===== config.mk =====
export PLATFORM = sky130hd
export DESIGN_NAME = sa_ar_channel
export DESIGN_NICKNAME = d
export VERILOG_FILES = /design/src/rtl/sa_ar_channel.sv
export SDC_FILE = /design/constraint.sdc
export NUM_CORES = 1
export LEC_CHECK = 0
export ABC_AREA = 1
export CORE_MARGIN = 4
export CORE_UTILIZATION = 53
export CTS_BUF_LIST = sky130_fd_sc_hd__clkbuf_16
export DETAILED_ROUTE_END_ITERATION = 6
export MAX_ROUTING_LAYER = met4
export PLACE_DENSITY = 0.95
export RECOVER_POWER = 50
export SKIP_LAST_GASP = 1
export SLEW_MARGIN = 25
export SYNTH_ARGS = -nofsm -noshare
export SYNTH_HDL_FRONTEND = slang
export SYNTH_SLANG_ARGS = --single-unit

===== constraint.sdc =====
create_clock -name ACLK_i -period 18.3 [get_ports ACLK_i]
set_input_delay 5.49 -clock ACLK_i [delete_from_list [all_inputs] [get_ports ACLK_i]]
set_output_delay 5.49 -clock ACLK_i [all_outputs]
set_load 0.03 [all_outputs]

===== src/rtl/sa_ar_channel.sv =====
// sa_ar_channel: read-address half of a slave-side arbiter.
// Round-robin arbitrates dispatcher AR requests and prefixes the master index onto ARID.
// INCR bursts that cross a 4 KB page are split into two slave bursts.
// Each issued burst is reported to the RLAST filter FIFO, and the filter's full flag stalls issue.
// Ports:
//   ACLK_i, ARESETn_i            clock, async active-low reset
//   dsp_AR*_i / dsp_ARREADY_o    per-master AR channels, master k at slice k
//   s_AR*_o / s_ARREADY_i        slave AR channel
//   AR_AxID_o, AR_crossing_flag_o, AR_shift_en_o, AR_stall_i   RLAST filter FIFO interface
module sa_ar_channel #(
  parameter int MST_AMT        = 3,
  parameter int MST_ID_W       = $clog2(MST_AMT),
  parameter int ADDR_WIDTH     = 32,
  parameter int TRANS_MST_ID_W = 5,
  parameter int TRANS_SLV_ID_W = TRANS_MST_ID_W + MST_ID_W,
  parameter int LEN_W          = 8,
  parameter int SIZE_W         = 3
) (
  input  logic                               ACLK_i,
  input  logic                               ARESETn_i,
  input  logic [TRANS_MST_ID_W*MST_AMT-1:0]  dsp_ARID_i,
  input  logic [ADDR_WIDTH*MST_AMT-1:0]      dsp_ARADDR_i,
  input  logic [LEN_W*MST_AMT-1:0]           dsp_ARLEN_i,
  input  logic [SIZE_W*MST_AMT-1:0]          dsp_ARSIZE_i,
  input  logic [MST_AMT-1:0]                 dsp_ARVALID_i,
  output logic [MST_AMT-1:0]                 dsp_ARREADY_o,
  output logic [TRANS_SLV_ID_W-1:0]          s_ARID_o,
  output logic [ADDR_WIDTH-1:0]              s_ARADDR_o,
  output logic [LEN_W-1:0]                   s_ARLEN_o,
  output logic [SIZE_W-1:0]                  s_ARSIZE_o,
  output logic                               s_ARVALID_o,
  input  logic                               s_ARREADY_i,
  output logic [TRANS_SLV_ID_W-1:0]          AR_AxID_o,
  output logic                               AR_crossing_flag_o,
  output logic                               AR_shift_en_o,
  input  logic                               AR_stall_i
);

  localparam int unsigned PAGE_W = ADDR_WIDTH - 12;

  typedef enum logic [1:0] {IDLE, ISSUE1, ISSUE2} state_t;

  typedef struct packed {
    logic [TRANS_SLV_ID_W-1:0] id;
    logic [ADDR_WIDTH-1:0]     addr;
    logic [LEN_W-1:0]          len;
    logic [SIZE_W-1:0]         size;
  } ar_req_t;

  state_t                state_q, state_d;
  logic [MST_ID_W-1:0]   ptr_q;
  logic [MST_ID_W-1:0]   grant_c;
  logic                  grant_vld_c;
  logic                  mst_hs_c;
  logic                  slv_hs_c;

  logic [TRANS_MST_ID_W-1:0] sel_id_c;
  logic [ADDR_WIDTH-1:0]     sel_addr_c;
  logic [LEN_W-1:0]          sel_len_c;
  logic [SIZE_W-1:0]         sel_size_c;

  logic [12:0]           btb_c;
  logic [12:0]           btb_beats_c;
  logic [15:0]           tot_c;
  logic                  cross_c;
  logic [LEN_W-1:0]      len1_c;
  logic [LEN_W-1:0]      len2_c;
  logic [ADDR_WIDTH-1:0] addr2_c;

  ar_req_t               cur_q;
  logic [ADDR_WIDTH-1:0] addr2_q;
  logic [LEN_W-1:0]      len2_q;
  logic                  flag_q;

  // Round-robin pick: first requester at or after the pointer, wrapping.
  always_comb begin
    int sum;
    logic [MST_ID_W-1:0] idx;
    grant_c     = '0;
    grant_vld_c = 1'b0;
    sum         = 0;
    idx         = '0;
    for (int i = 0; i < MST_AMT; i++) begin
      sum = int'(ptr_q) + i;
      if (sum >= MST_AMT) sum = sum - MST_AMT;
      idx = MST_ID_W'(sum);
      if (!grant_vld_c && dsp_ARVALID_i[idx]) begin
        grant_c     = idx;
        grant_vld_c = 1'b1;
      end
    end
  end

  // Reset gates the ready so no dispatcher sees acceptance while held in reset.
  assign mst_hs_c = ARESETn_i && (state_q == IDLE) && grant_vld_c;

  always_comb begin
    dsp_ARREADY_o = '0;
    if (mst_hs_c) dsp_ARREADY_o[grant_c] = 1'b1;
  end

  // Mux the granted master's request fields.
  always_comb begin
    sel_id_c   = '0;
    sel_addr_c = '0;
    sel_len_c  = '0;
    sel_size_c = '0;
    for (int k = 0; k < MST_AMT; k++) begin
      if (grant_c == MST_ID_W'(k)) begin
        sel_id_c   = dsp_ARID_i[k*TRANS_MST_ID_W +: TRANS_MST_ID_W];
        sel_addr_c = dsp_ARADDR_i[k*ADDR_WIDTH +: ADDR_WIDTH];
        sel_len_c  = dsp_ARLEN_i[k*LEN_W +: LEN_W];
        sel_size_c = dsp_ARSIZE_i[k*SIZE_W +: SIZE_W];
      end
    end
  end

  // 4 KB split: bytes left in the page vs. bytes requested.
  always_comb begin
    btb_c       = 13'd4096 - {1'b0, sel_addr_c[11:0]};
    tot_c       = (16'(sel_len_c) + 16'd1) << sel_size_c;
    cross_c     = tot_c > {3'b000, btb_c};
    btb_beats_c = btb_c >> sel_size_c;
    len1_c      = cross_c ? LEN_W'(btb_beats_c - 13'd1) : sel_len_c;
    len2_c      = sel_len_c - len1_c - LEN_W'(1);
    addr2_c     = {sel_addr_c[ADDR_WIDTH-1:12] + PAGE_W'(1), 12'h000};
  end

  assign s_ARVALID_o   = (state_q != IDLE) && !AR_stall_i;
  assign slv_hs_c      = s_ARVALID_o && s_ARREADY_i;
  assign AR_shift_en_o = slv_hs_c;

  // State register and round-robin pointer.
  always_ff @(posedge ACLK_i or negedge ARESETn_i) begin
    if (!ARESETn_i) begin
      state_q <= IDLE;
      ptr_q   <= '0;
    end else begin
      state_q <= state_d;
      if (mst_hs_c) begin
        ptr_q <= (int'(grant_c) == MST_AMT - 1) ? '0 : grant_c + MST_ID_W'(1);
      end
    end
  end

  // Next-state logic.
  always_comb begin
    state_d = state_q;
    case (state_q)
      IDLE:    if (mst_hs_c) state_d = ISSUE1;
      ISSUE1:  if (slv_hs_c) state_d = flag_q ? ISSUE2 : IDLE;
      ISSUE2:  if (slv_hs_c) state_d = IDLE;
      default: state_d = IDLE;
    endcase
  end

  // Payload registers: first burst loaded on capture, second burst swapped in after the first issues.
  always_ff @(posedge ACLK_i or negedge ARESETn_i) begin
    if (!ARESETn_i) begin
      cur_q   <= '0;
      addr2_q <= '0;
      len2_q  <= '0;
      flag_q  <= 1'b0;
    end else if (mst_hs_c) begin
      cur_q.id   <= {grant_c, sel_id_c};
      cur_q.addr <= sel_addr_c;
      cur_q.len  <= len1_c;
      cur_q.size <= sel_size_c;
      addr2_q    <= addr2_c;
      len2_q     <= len2_c;
      flag_q     <= cross_c;
    end else if (slv_hs_c && (state_q == ISSUE1) && flag_q) begin
      cur_q.addr <= addr2_q;
      cur_q.len  <= len2_q;
      flag_q     <= 1'b0;
    end
  end

  assign s_ARID_o           = cur_q.id;
  assign s_ARADDR_o         = cur_q.addr;
  assign s_ARLEN_o          = cur_q.len;
  assign s_ARSIZE_o         = cur_q.size;
  assign AR_AxID_o          = cur_q.id;
  assign AR_crossing_flag_o = flag_q;

endmodule


==> results.toml <==
[run_status]
outcome = "complete, but fails checks"
failed_checks = "capacitance limit, slew limit"

[worst_setup_path]
worst-r2r-cell-count = 38
endpoint_kind = "primary output"
timing.rr.start = "ptr_q[0]"
r2r_setup_slack_ps = 10530
critPathLaunchType = "primary input"
slowest_stage = "clkdlybuf4s50_1"
cpPeakStageDelay_ps = 720
reg2reg_to = "len2_q[7]"
worstPathCellList = "clkdlybuf4s50_1 > nand2_1 > nand3_1 > nand2_1 > nand4_4 > nand2_4 > inv_2 > nand2_2 > nor2_1 > clkdlybuf4s50_1"
crit_start = "dsp_ARVALID_i[1]"
worst_ep_arrival_time_ps = 8620
crit_path_max_fanout = 39
cp.required_ps = 12810
critPathKind = "primary input to primary output"

[cells_and_area]
layout_common_cells = "nand2_1 (322), clkdlybuf4s50_1 (181), nand3_1 (125), inv_1 (105), dfrtp_1 (83)"
synthToLayoutAreaGrowth_pct = 31.6
instances_no_fill = 1449
final_common_cell = "nand2_1"
drive_gt1_frac = 0.117
nNetsFinal = 1444
diodes = 0

[clock_network]
path_clk_slew_ps = 60
clk_latency_ps = 340
cts_buffers = 9
tritoncts = "done"
cts_resized = 0
cts.sinks = 83
postCtsSetupBuffers = 0
cts_root_buf = "clkbuf_16"
h-tree-depth = 3
ctsHoldBuffers = 0
clockBufferDepth = 2

[timing]
hold_violations = 0
slew_headroom = -1.90
fmax_mhz = 70.9
setup_viol = 0
finClkSkew_ps = 7.91
timing.final.crit_period_ps = 14110
setup_tns_ps = 0
tightestPinTransition_ps = 4340
drv_slew = 83
fin_crit_sh = 0.771
rsz0062_at_grt = "no"

[die]
rows = 43
core-area_sq_um = 13900
dieWidth_um = 127
io_pins = 214
fp.dieH_um = 127
start_util = 0.541
die_area_sq_um = 16100

[hold_path]
min_path_type = "register to register"
min_to = "addr2_q[31]"
hp-start = "addr2_q[31]"
worstHoldPathCells = 2

[route]
post_drt_wl_per_cell_um = 16.0
ant_nets = 0
first_pass_iters = 5
drc = 0
via_count = 8075
drt_wl_total_um = 23200
via_per_inst = 5.57
drtIter0Drc = 824

[synth]
synth_area_leader_cell = "dfrtp_1"
yosys_warnings = 0
synth-seq-cells = 83
yosysTopAreaCellShare = 0.277
synth_area_per_cell_sq_um = 6.90
synth_ff_type = "dfrtp_1"
netlist_instances = 1087
ys_seq_area_frac = 0.277
synth_edf_count = 0
async_flop_share = 1.00
syn-num-nets = 1267
synth_area_leaders = "dfrtp_1 (28%), nand2_1 (16%), nand3_1 (8.4%)"
synth.distinct_cells = 55
syn-cell-area_sq_um = 7500

[place]
dp.final_hpwl_um = 17700
dp.cells = 1433
io_buffers = 213
gp_congestion = 0.956

[grt]
grt_pass1_wl_um = 37000
grt_use_total = 0.287
grt_max_degree = 83
antenna_found_initial = 0
grt_pass1_vias = 7670
grt.overflow.total = 0

[flow_run]
maxCapViolations = 1
[logic make-up after synthesis]
group / synth area share
mux: 0.00667
xor+xnor: 0.0152
compound gates: 0.145
fa+ha+maj: 0.0494
flops: 0.277
buf+inv: 0.105
simple gates: 0.403
[metrics by stage]
step,setup slack [ps],util,cell area [sq um],hold WS [ps]
floorplan,5730,-,7500,439
global route,4070,0.712,9880,503
global placement,4290,0.689,9570,454
CTS,4230,0.712,9880,481
detailed placement,4220,0.689,9570,464
finish,4190,0.712,9880,478
[critical path: cells and delay by family]
kind | cells | cell delay, ps
buf+inv | 3 | 1760
simple gates | 7 | 1350
[cell usage after synthesis (9+ instances only)]
master / instances
nand2_1: 322
nand3_1: 126
inv_1: 104
dfrtp_1: 83
o21ai_0: 71
nor2_1: 54
nand2_2: 43
ha_1: 28
clkbuf_1: 20
a21oi_1: 18
o211ai_1: 18
a22o_1: 16
nand3_2: 16
inv_2: 15
xor2_1: 12
nor2_2: 11
nand4_1: 10
buf_2: 9
buf_4: 9
nand2_4: 9
[cell type report]
| type | instances | area, sq um |
|---|---|---|
| Timing Repair Buffer | 217 | 2150 |
| Multi-Input combinational cell | 833 | 4650 |
| Fill cell | 1106 | 4000 |
| Sequential cell | 83 | 2080 |
| Clock inverter | 7 | 92.6 |
| Tap cell | 180 | 225 |
| Clock buffer | 9 | 225 |
| Inverter | 120 | 450 |
[metal layers]
layer / vias up / GRT usage / share of wire / wire length (um)
met4: 0 / 0.0953 / 0.025 / 571
met1: 3697 / 0.356 / 0.41 / 9500
li1: 3925 / - / - / -
met2: 400 / 0.481 / 0.48 / 11200
met3: 53 / 0.0456 / 0.085 / 1960
met5: - / - / 0 / 0
[how the worst max path moves through the flow]
stage / end / slack, ps / depth (start not counted)
floorplan: dsp_ARREADY_o[2] / 5730 / 8
global placement: dsp_ARREADY_o[0] / 4290 / 10
detailed placement: dsp_ARREADY_o[0] / 4220 / 10
CTS: dsp_ARREADY_o[0] / 4230 / 10
global route: dsp_ARREADY_o[0] / 4070 / 10
finish: dsp_ARREADY_o[0] / 4190 / 10
[registers in the layout, indices dropped and copies added (netlist names)]
name and count:
ptr_q 2, addr2_q 20, AR_AxID_o 7, s_ARADDR_o 32
len2_q 8, s_ARSIZE_o 3, AR_crossing_flag_o 1, state_q 2
s_ARLEN_o 8
Power is left out: the tool's default activity adds up to more than one toggle a clock period on the data nets, which glitch-free logic cannot reach.
